**src/rtl/fetch_unit.sv**
```systemverilog
// fetch_unit: reads the PC, fetches over a req/ack port and hands the word to decode.
// Handles redirect flushes, misaligned PCs and memory-response timeouts.
module fetch_unit #(
  parameter logic [31:0] RESET_INSTR    = 32'h0000_0013,
  parameter int unsigned TIMEOUT_CYCLES = 255
) (
  input  logic        clock,
  input  logic        reset,
  input  logic [31:0] pc_in,
  output logic        pc_en,
  input  logic        flush,
  output logic        mem_req,
  output logic [31:0] mem_addr,
  input  logic        mem_ack,
  input  logic [31:0] mem_rdata,
  output logic [31:0] instr,
  output logic [31:0] instr_pc,
  output logic        instr_valid,
  input  logic        instr_ready,
  output logic        fetch_fault
);

  typedef enum logic [1:0] {
    IDLE,
    REQ,
    HOLD,
    DROP
  } state_t;

  localparam logic [7:0] TO_LAST = 8'(TIMEOUT_CYCLES - 1);

  state_t     state;
  state_t     state_nxt;
  logic [7:0] count;
  logic [7:0] count_inc;
  logic       misal;
  logic       timeout;

  assign misal     = pc_in[1:0] != 2'b00;
  // >= so a flush landing on the last REQ cycle still times out in DROP
  assign timeout   = count >= TO_LAST;
  assign count_inc = (count == 8'hFF) ? count : count + 8'd1;
  assign pc_en     = reset & instr_valid & instr_ready & ~flush;

  always_ff @(posedge clock) begin
    if (!reset) begin
      state <= IDLE;
    end else begin
      state <= state_nxt;
    end
  end

  always_comb begin
    state_nxt = state;
    unique case (state)
      IDLE: state_nxt = misal ? HOLD : REQ;
      REQ: begin
        if (flush) begin
          state_nxt = mem_ack ? IDLE : DROP;
        end else if (mem_ack || timeout) begin
          state_nxt = HOLD;
        end
      end
      HOLD: begin
        if (flush || pc_en) begin
          state_nxt = IDLE;
        end
      end
      DROP: begin
        if (mem_ack || timeout) begin
          state_nxt = IDLE;
        end
      end
      default: state_nxt = IDLE;
    endcase
  end

  always_ff @(posedge clock) begin
    if (!reset) begin
      mem_req     <= 1'b0;
      mem_addr    <= '0;
      instr       <= RESET_INSTR;
      instr_pc    <= '0;
      instr_valid <= 1'b0;
      fetch_fault <= 1'b0;
      count       <= '0;
    end else begin
      unique case (state)
        IDLE: begin
          if (misal) begin
            instr_valid <= 1'b1;
            fetch_fault <= 1'b1;
            instr       <= RESET_INSTR;
            instr_pc    <= pc_in;
          end else begin
            mem_req  <= 1'b1;
            mem_addr <= pc_in;
            count    <= '0;
          end
        end
        REQ: begin
          count <= count_inc;
          // an outstanding request is never withdrawn by a flush
          if (mem_ack || (timeout && !flush)) begin
            mem_req <= 1'b0;
          end
          if (!flush && (mem_ack || timeout)) begin
            instr_valid <= 1'b1;
            fetch_fault <= ~mem_ack;
            instr       <= mem_ack ? mem_rdata : RESET_INSTR;
            instr_pc    <= mem_addr;
          end
        end
        HOLD: begin
          if (flush || pc_en) begin
            instr_valid <= 1'b0;
            fetch_fault <= 1'b0;
            instr       <= RESET_INSTR;
          end
        end
        DROP: begin
          count <= count_inc;
          if (mem_ack || timeout) begin
            mem_req <= 1'b0;
          end
        end
        default: ;
      endcase
    end
  end

endmodule

```
**config.mk**
```make
export PLATFORM = sky130hd
export DESIGN_NAME = fetch_unit
export DESIGN_NICKNAME = d
export VERILOG_FILES = /design/src/rtl/fetch_unit.sv
export SDC_FILE = /design/constraint.sdc
export NUM_CORES = 1
export LEC_CHECK = 0
export ABC_CLOCK_PERIOD_IN_PS = 3200
export BUFFER_PORTS_ARGS = -buffer_cell sky130_fd_sc_hd__clkbuf_2
export CORE_MARGIN = 2
export CORE_UTILIZATION = 53
export DETAILED_ROUTE_END_ITERATION = 8
export GPL_TIMING_DRIVEN = 1
export PLACE_DENSITY = 0.81
export SYNTH_ARGS = -nofsm -noshare
export SYNTH_HDL_FRONTEND = slang
export SYNTH_SLANG_ARGS = --single-unit
```
**constraint.sdc**
```tcl
create_clock -name clock -period 3.2 [get_ports clock]
set_clock_uncertainty 0.15 [all_clocks]
set_input_delay 0.64 -clock clock [delete_from_list [all_inputs] [get_ports clock]]
set_output_delay 0.64 -clock clock [all_outputs]
set_load 0.05 [all_outputs]
```
## After elaboration in Yosys (flattened, before gate mapping)

Cells that the tools add are included.

| word-level totals | value |
|---|---|
| bits in registers | 109 |
| input bits | 69 |
| output and inout bits | 100 |
| logic and storage cells | 75 |

| cells by class | value |
|---|---|
| $add $sub $neg | 1 |
| magnitude comparators | 1 |
| eq/ne operators | 12 |
| muxes and demuxes | 28 |
| bitwise logic cells | 6 |
| reductions and logical operators | 19 |

Operator list:

| cell | number |
|---|---|
| two-way mux 32 bit | 6 |
| one-hot mux 32 bit (3 select lines) | 1 |
| one-hot mux 32 bit (2 select lines) | 1 |
| two-way mux 8 bit | 2 |
| one-hot mux 8 bit (2 select lines) | 1 |
| != test 2 bit (second input constant) | 7 |
| two-way mux 2 bit | 6 |
| one-hot mux 1 bit (3 select lines) | 3 |
| AND reduction 3 bit | 3 |
| adder 8 x 1 -> 8 bit (second input constant) | 1 |
| equality test 8 bit (second input constant) | 1 |
| >= comparator 8 bit (second input constant) | 1 |
| one-hot mux 2 bit (4 select lines) | 1 |
| AND reduction 4 bit | 2 |
| two-way mux 1 bit | 7 |
| nonzero test 2 bit | 3 |
| nonzero test 3 bit | 2 |
| equality test 2 bit (second input constant) | 2 |
| bitwise AND 1 bit | 3 |
| logical OR 1 bit | 3 |
| != test 3 bit (second input constant) | 1 |
| NOT 1 bit | 3 |
| equality test 2 x 1 -> 1 bit (second input constant) | 1 |
| logical AND 1 bit | 2 |
| other kinds (4) | 4 |

## Longest topological paths before layout

Gate-level depths: netlist of the first run.

| logic depth | value |
|---|---|
| depth in word-level cells | 6 |
| depth in mapped cells | 8 |
| gate-level depth less buffers | 6 |

## Least setup slack after synthesis of the first run

OpenSTA, ideal clock, no wires.

| timing path | value |
|---|---|
| path type | reg-to-output |
| from | register instr_valid |
| to | output pc_en |
| data arrival time | 1.482 ns |
| data required time | 2.410 ns |
| slack | 0.928 ns |
| stages on the path, launching flop included | 3 |
| path buffers | 0 |
| path through | dfxtp_1 -> nand3_1 -> nor2_1 |

| between the ends | value |
|---|---|
| cells in the longest elaborated chain, start to end | 3 |

Ends and longest elaborated chain:

| what | line | text |
|---|---|---|
| start, declared | 18 | `output logic instr_valid,` |
| start signal, assigned | 84 | `instr_valid <= 1'b0;` |
| start signal, assigned | 91 | `instr_valid <= 1'b1;` |
| start signal, assigned | 108 | `instr_valid <= 1'b1;` |
| bitwise AND 1 bit (3 in series) | 43 | `assign pc_en = reset & instr_valid & instr_ready & ~flush;` |
| end, declared | 10 | `output logic pc_en,` |

Every way passes these cells.

## Worst setup path in the final report of the first run

| timing path | value |
|---|---|
| from | register count[0] |
| to | register instr[15] |

| between the ends | value |
|---|---|
| cells in the longest elaborated chain, start to end | 5 |

Ends and longest elaborated chain:

| what | line | text |
|---|---|---|
| start, declared | 34 | `logic [7:0] count;` |
| start signal, assigned | 102 | `count <= count_inc;` |
| start signal, assigned | 122 | `count <= count_inc;` |
| >= comparator 8 bit | 41 | `assign timeout = count >= TO_LAST;` |
| logical OR 1 bit | 107 | `if (!flush && (mem_ack \|\| timeout)) begin` |
| logical AND 1 bit | 107 |  |
| != test 2 bit (no source line) | n/a |  |
| AND reduction 4 bit (no source line) | n/a |  |
| end signal, assigned | 110 | `instr <= mem_ack ? mem_rdata : RESET_INSTR;` |
| end, declared | 16 | `output logic [31:0] instr,` |

Every way passes these cells.
A chain may end at the register's enable or synchronous reset.

==> results of run 1 <==
## through the flow
stage	worst slack, ns	hold WS, ns	util	cell area, sq um	instances
2_1_floorplan	0.928	0.323	-	4710	505
3_3_place_gp	0.784	0.294	0.642	5570	748
3_5_place_dp	0.691	0.303	0.642	5570	748
4_1_cts	0.802	0.317	0.672	5830	764
5_1_grt	0.639	0.331	0.672	5830	764
6_report	0.807	0.316	0.672	5830	764
## cell families (layout without fill, tap and decap cells)
kind of cell             count (synthesis)  after routing
AO/OA/AOI/OAI                           86             86
XOR/XNOR                                 3              3
adder cells (fa/ha/maj)                  2              2
buffers and inverters                   44            195
flip-flops                             109            109
multiplexers                            66             66
AND/OR/NAND/NOR                        195            195
## critical path, cell delays in order, from the launching register on
cell	delay, ns
dfxtp_1	0.38
inv_1	0.07
ha_1	0.19
o211ai_1	0.27
o21ai_4	0.10
o2111ai_4	0.57
buf_4	0.36
mux2i_1	0.24
## worst min path at each step
| stage | slack (ns) | startpoint | to | depth (start not counted) |
|---|---|---|---|---|
| after floorplan | 0.32 | count[6] | count[6] | 2 |
| after global placement | 0.29 | instr[30] | instr[30] | 2 |
| after detailed placement | 0.30 | instr[27] | instr[27] | 2 |
| after CTS | 0.32 | instr[12] | instr[12] | 2 |
| after global routing | 0.33 | mem_rdata[11] | instr[11] | 3 |
| final | 0.32 | instr[12] | instr[12] | 2 |
## power by group through the flow
stage | Sequential (mW) | Clock, mW | Combinational [mW]
after floorplan | 1.79 | 0 | 0.300
after global placement | 1.53 | 0 | 0.737
after detailed placement | 1.53 | 0 | 0.750
after CTS | 1.50 | 1.08 | 0.751
after global routing | 1.51 | 1.12 | 0.795
final | 1.50 | 1.06 | 0.747
## routing by layer
layer / GRT usage / vias to the layer above
met5: 0 / -
met4: 0.0738 / 0
met3: 0.0601 / 15
met2: 0.396 / 107
met1: 0.297 / 1915
li1: - / 2046
## cell usage in the layout, fill, tap and decap left out, types with 2 or more instances in the layout
master,count
clkbuf_2,167
nand2_1,123
dfxtp_1,108
mux2i_1,66
nand3_1,38
o211a_1,32
a21boi_1,31
buf_4,10
nor2_1,9
clkbuf_8,9
nor2b_1,4
a21oi_1,4
bufinv_16,4
nor3_1,3
and2_1,3
xnor2_1,3
o21ai_1,3
inv_1,2
a311oi_1,2
a211oi_1,2
and3_1,2
ha_1,2
## state kept, by name, indices dropped and copies added, names as in the netlist
register,cells
fetch_fault,1
instr_valid,1
instr,32
mem_addr,32
state,2
mem_req,1
instr_pc,32
count,8
## layout make-up
class                      instances  area [sq um]  area share
clock inverter                     6           134      0.0230
sequential                       109          2180       0.375
clock buffer                      10           128      0.0219
inverter                           2          7.51     0.00129
multi-input combinational        352          2330       0.400
timing repair buffer             177           911       0.156
tap                              108           135      0.0232
==> out/summary.md, run 1 <==
The run finished with clean final reports. Detailed routing placed a total of 5810 um of wire on met2. The half-perimeter wire length after placement is 8030 um, and the final wirelength is 11,400 um. Initial core utilization: 0.542. In the post-synthesis netlist, the cell with the most instances is nand2_1. The end point of the critical path was instr[15]. The global-route total usage across every layer is 0.235, and the maximum number of pins on one net before global-route repair is 103. From left edge to right edge, the die measures 98.2 um. Share of power burned in combinational logic: 0.226. The simple-gate portion of the synthesized area came out at 0.183.

The uppermost metal layer occupied by signal nets is met4. After layout, the design draws a total of 3.31 mW. Setup repair after global routing left no endpoint under its margin.

The most critical setup path has its startpoint at count[0]. Classification of the worst-slack hold path: reg2reg. In this run, the number of DRC markers left after iteration 0 of detailed routing was 171.

The logs give 0.455 for the part of the total power dissipated in sequential elements and 576 for the synthesized net count. Share of the synthesized netlist area taken by xor and xnor gates: 0.00558. The fraction of synthesized cell area taken by the top area cell type was 0.464; the fraction of the mapped netlist area in adder cells was 0.00532. Maximum fanout along the worst path: 16. 169 I/O pins were placed. Derived from the worst setup path, the maximum achievable clock frequency is 418 MHz. The initial antenna violation count came out at 0.

Synthesis produced 505 cells. The depth of the most critical reg-to-reg path works out to 7. Buffers added to address setup during post-CTS repair amount to 0.

The longest clock path from root to sink contains 2 buffers. For the number of violations of the max-capacitance limit, the log shows 0. Setup violations remaining at the end of the flow were counted as 0. The run gives 48 as the number of library cell types mapped by synthesis. The share of the clock period used by the worst path is 0.748, and the measured slew at the worst slew-check pin is 0.964 ns. The net switching fraction of the power was 0.314; the count of buffers inserted at the top-level ports was 168.

For this design, the sink count on the clock tree is 109. Power spread over the standard cell area amounts to 567 nW/um^2. Cell internal power was estimated by the tool at 2.27 mW. The largest total area in the synthesized netlist belongs to dfxtp_1. The share of synthesized flip-flops with an asynchronous set or reset works out to 0. For the share of the yosys chip area belonging to registers, the log shows 0.464. The required time at the worst-slack endpoint came out at 3.34 ns. TritonCTS built the clock tree. The worst setup path is launched from a flip-flop.

The met1 wire length was 4730 um. From bottom edge to top edge, the die measures 98.2 um. The max-slew violation count is 0, and the number of flops mapped to enable cells by yosys is 0. The critical path in this run is classified as reg2reg. In the routed layout, each cell is associated on average with a via count of 5.34. The total area inside the core boundary comes to 8680 sq um. The post-cts repair resize count was 0; the floorplan die area was 9650 sq um. The share of post-route cells with drive strength above 1 was 0.302.

The post-synthesis average cell area is 9.32 sq um, and the number of hold violations in the final report is 0. The post-synthesis mux area share was 0.140; the leakage power figure was 2.78 nW. The proportion of power drawn by the clock network came out at 0.320. The cell at the root of the clock tree was clkbuf_8. The logs give 0 for the antenna cell count and 9 for the number of buffers created by CTS. The detail route stage leaves a number of antenna-violating nets equal to 0. The number of global-route vias before repair is 3,875, and the number of remaining DRC errors is 0. Detailed routing placed a total of 720 um of wire on met3.

The first-pass detailed-route iteration total is 4. The worst path in the final design needs a cycle of 2.39 ns, including I/O delays and setup. From synthesis to final layout, the design area changed by 23.8%. Terminus of the critical flop-to-flop path: instr[15]. The run gives 732 as the number of filler instances in the final layout. For this run, the leading register cell type out of synthesis is dfxtp_1. The post-synthesis compound-gate area fraction is 0.158, and the switching component of the power is 1.04 mW. The startpoint identified for the worst register-to-register timing path is count[0]. For the relative slew slack, the log shows 0.357. Adding up every negative setup slack in the final design gives 0 ns. The detailed router placed 4,083 vias in this run. The wire length of the first global-routing pass was 18,700 um. Later-pin clock latency in the skew report: 0.36 ns. Area of the mapped netlist: 4710 sq um. Sorting the synthesized cells by area gives the leading types as dfxtp_1, mux2i_1, nand2_1.

The count of hold buffers inserted by post-cts repair is 0, and the warning count from the yosys run is 0. Placer's final routability congestion estimate: 0.833. The commonest cells after synthesis are nand2_1, dfxtp_1, mux2i_1.

The synthesized design contains 109 register bits. The tools report the number of rows created at floorplan as 34. The clock-pin transition on the worst setup and hold timing paths was 0.11 ns.

The worst-case register-to-register setup slack was 0.81 ns; the number of nets in the layout was 722. The depth of the CTS H-tree came out at 3. The data arrival time at the worst-slack endpoint came out at 2.53 ns.

After synthesis, the largest family of logic cells by area is simple AND/OR/NAND/NOR gates. After detailed routing, the average wire length per cell comes to 15.0 um. STA classifies the critical path endpoint as a flip-flop. The logs give 0 for the leftover overflow at the end of global routing and 0.329 mV for the worst supply voltage drop on vdd.
No activity file was read; power rests on OpenSTA's default activity.
==> inputs of run 2 (changes only) <==
==> config.mk (replaced) <==
export PLATFORM = sky130hd
export DESIGN_NAME = fetch_unit
export DESIGN_NICKNAME = d
export VERILOG_FILES = /design/src/rtl/fetch_unit.sv
export SDC_FILE = /design/constraint.sdc
export NUM_CORES = 1
export LEC_CHECK = 0
export ABC_CLOCK_PERIOD_IN_PS = 2300
export BUFFER_PORTS_ARGS = -buffer_cell sky130_fd_sc_hd__clkbuf_2
export CORE_MARGIN = 2
export CORE_UTILIZATION = 50
export DETAILED_ROUTE_END_ITERATION = 8
export GPL_TIMING_DRIVEN = 1
export PLACE_DENSITY = 0.77
export SYNTH_ARGS = -nofsm -noshare
export SYNTH_HDL_FRONTEND = slang
export SYNTH_SLANG_ARGS = --single-unit
==> constraint.sdc (replaced) <==
create_clock -name clock -period 2.3 [get_ports clock]
set_clock_uncertainty 0.15 [all_clocks]
set_input_delay 0.46 -clock clock [delete_from_list [all_inputs] [get_ports clock]]
set_output_delay 0.46 -clock clock [all_outputs]
set_load 0.05 [all_outputs]
==> out/summary.md, run 2 (same netlist as run 1, synthesis figures left out) <==
The run finished with clean final reports. The worst register-to-register path begins at count[0]. The standard cell area after detailed placement came out at 5640 sq um (+1.3%). The number of violations of the max-capacitance limit was 0 (unchanged).

The placer's final routability congestion estimate was 0.760 (-8.8%); the count of nets left with antenna violations after detail routing was 0 (unchanged). The measured slew at the worst slew-check pin came out at 0.477 ns (-0.487 ns). The top cell types in the final layout, fill and taps aside, are clkbuf_2, nand2_1, dfxtp_1. Setup repair after global routing left no endpoint under its margin. For the later-pin clock latency in the skew report, the log shows 0.35 ns (about the same). The run gives 0.223 ns (-0.584 ns) as the minimum setup slack in the final design.

Net switching fraction of the power: 0.336 (+0.0223). The run gives 169 (unchanged) as the I/O pin count. The setup fix buffers added after clock tree synthesis was 0 (unchanged). The average wire per cell in the routed design is 15.1 um (+0.54%), and the part of the total power dissipated in sequential elements is 0.486 (+0.031). The first element of the critical path is count[0].

TritonCTS built the clock tree. The logs give 0 (unchanged) for the number of hold violations in the final report and 11,600 um (+1.3%) for the final wirelength. The maximum fanout along the worst path came out at 16 (unchanged).

The share of post-route cells with drive strength above 1 was 0.305 (+0.00318). The floorplan die area is 10,200 sq um (+5.8%). The number of clock sinks seen by CTS came out at 109 (unchanged).

The worst slack at placement came out at 0.193 ns (-0.498 ns). The logs give 0 (unchanged) for the post-cts repair resize count and 4 (unchanged) for the first-pass detailed-route iteration total. The run gives 8130 um (+1.3%) as the half-perimeter wire length after placement. The cell sitting at the root of the clock tree is a clkbuf_8.

Commonest non-fill, non-tap cell in the layout: clkbuf_2. The tools report the setup total negative slack as 0 ns (unchanged). The shortest clock period the worst path allows after layout is 2.08 ns (-0.316 ns). The number of filler instances in the final layout came out at 837 (+14%).

The worst setup path is captured at a flip-flop. Number of remaining DRC errors: 0 (unchanged). The share of the clock period used by the worst path works out to 0.903 (+0.155). Clock-pin transition on the worst setup and hold timing paths: 0.10 ns (about the same).

The number of design-rule violations left by the first detailed-router iteration is 129 (-25%), and the count of buffers inserted at the top-level ports is 168 (unchanged). For the initial antenna violation count, the log shows 0 (unchanged). By startpoint and endpoint, the worst setup path is classified as reg2reg. The logs give 0.358 mV (+8.9%) for the worst supply voltage drop on vdd and 0 (unchanged) for the count of hold buffers inserted by post-cts repair. The combined area of the multi-input logic cells is 2330 sq um (unchanged), and the post-synthesis to final-layout area growth is 23.8% (about the same). The relative slew slack is 0.680 (+0.323), and the depth of the CTS H-tree is 3 (unchanged). Data arrival time at the worst-slack endpoint: 2.21 ns (-0.32 ns).

The largest registers in the layout are instr x32, instr_pc x32, mem_addr x32. The run gives 726 (+0.55%) as the number of nets in the layout. Total setup violations reported at the end of the flow: 0 (unchanged). The logs give 5830 sq um (about the same) for the post-route standard cell area excluding fillers and 0.512 (-0.0306) for the initial core utilization.

Maximum number of pins on one net before global-route repair: 38 (-63%). The tools report the number of global-route vias before repair as 3,957 (+2.1%). The run gives 2.77 nW (-0.28%) as the leakage power figure. The proportion of power drawn by the clock network is 0.263 (-0.057). The switching component of the power was 1.44 mW (+38%); the wire length of the first global-routing pass was 18,400 um (-1.6%). The max-slew violation count came out at 0 (unchanged). The core area is 9200 sq um (+6.0%), and the total power density per cell area is 734 nW/um^2 (+29%). The run gives 9 (unchanged) as the number of buffers created by CTS. STA classifies the critical path startpoint as a flip-flop. The tools report the storage element area as 2180 sq um (unchanged). Die span in y: 101 um (+2.8%). Worst hold path startpoint: mem_rdata[31]. The tools report the internal power summed over all cells as 2.84 mW (+25%). The logs give 35 (+2.9%) for the number of rows created at floorplan and 0 (unchanged) for the antenna cell count. Leftover overflow at the end of global routing: 0 (unchanged). The run gives 481 MHz (+15%) as the highest clock frequency the design can meet. For the share of power burned in combinational logic, the log shows 0.251 (+0.025).

Global-route total usage across every layer: 0.223 (-0.0114). The vias per cell was 5.30 (-0.75%). The overall die width is 101 um (+2.8%). The min-delay analysis places its worst path in the category in2reg. The logs give 2 (unchanged) for the number of buffers between clock root and the deepest sink and 4,084 (+0.024%) for the via count. The run gives 2.43 ns (-0.91 ns) as the required time at the worst-slack endpoint.
## run 2: cell types whose count changed in the layout (fill, tap and decap cells not counted), sizes merged
cell and change:
buf +4, bufinv -3, clkinvlp +1, clkinv +1
## run 2: power groups by stage
stage / clock network, mW / logic (mW) / registers [mW]
2_1_floorplan: 0 / 0.418 / 2.49
3_3_place_gp: 0 / 1.06 / 2.12
3_5_place_dp: 0 / 1.08 / 2.12
4_1_cts: 1.16 / 1.08 / 2.08
5_1_grt: 1.23 / 1.14 / 2.09
6_report: 1.12 / 1.07 / 2.08
## run 2: per-layer routing
layer	share of wire	GRT usage	vias to the layer above
met4	0.017	0.0707	0
met1	0.43	0.275	1934
li1	-	-	2048
met2	0.51	0.387	86
met3	0.045	0.0527	16
met5	0	0	-
## run 2: layout make-up
class / instances / share of cell area
Tap cell: 111 / 0.0238
Multi-Input combinational cell: 352 / 0.400
Sequential cell: 109 / 0.375
Clock buffer: 10 / 0.0219
Clock inverter: 5 / 0.0103
Timing Repair Buffer: 181 / 0.168
Inverter: 2 / 0.00129
## run 2: stage by stage
stage,utilization,hold WS (ns),power [mW],instances
floorplan,-,0.323,2.91,505
global placement,0.613,0.294,3.18,755
detailed placement,0.613,0.301,3.20,755
CTS,0.634,0.154,4.32,770
global route,0.634,0.149,4.46,770
finish,0.634,0.172,4.28,770
## run 2: worst paths after layout
check / cells past startpoint / to / slack [ns]
min: 3 / instr[31] / 0.17
max reg2reg: 7 / instr[7] / 0.22
min reg2reg: 2 / instr[2] / 0.32
max: 7 / instr[7] / 0.22
## run 2: worst max-delay path: stages (launching register included)
cell,delay (ns)
dfxtp_1,0.38
inv_1,0.07
ha_1,0.19
o211ai_1,0.29
o21ai_4,0.13
o2111ai_4,0.24
buf_4,0.32
mux2i_1,0.23
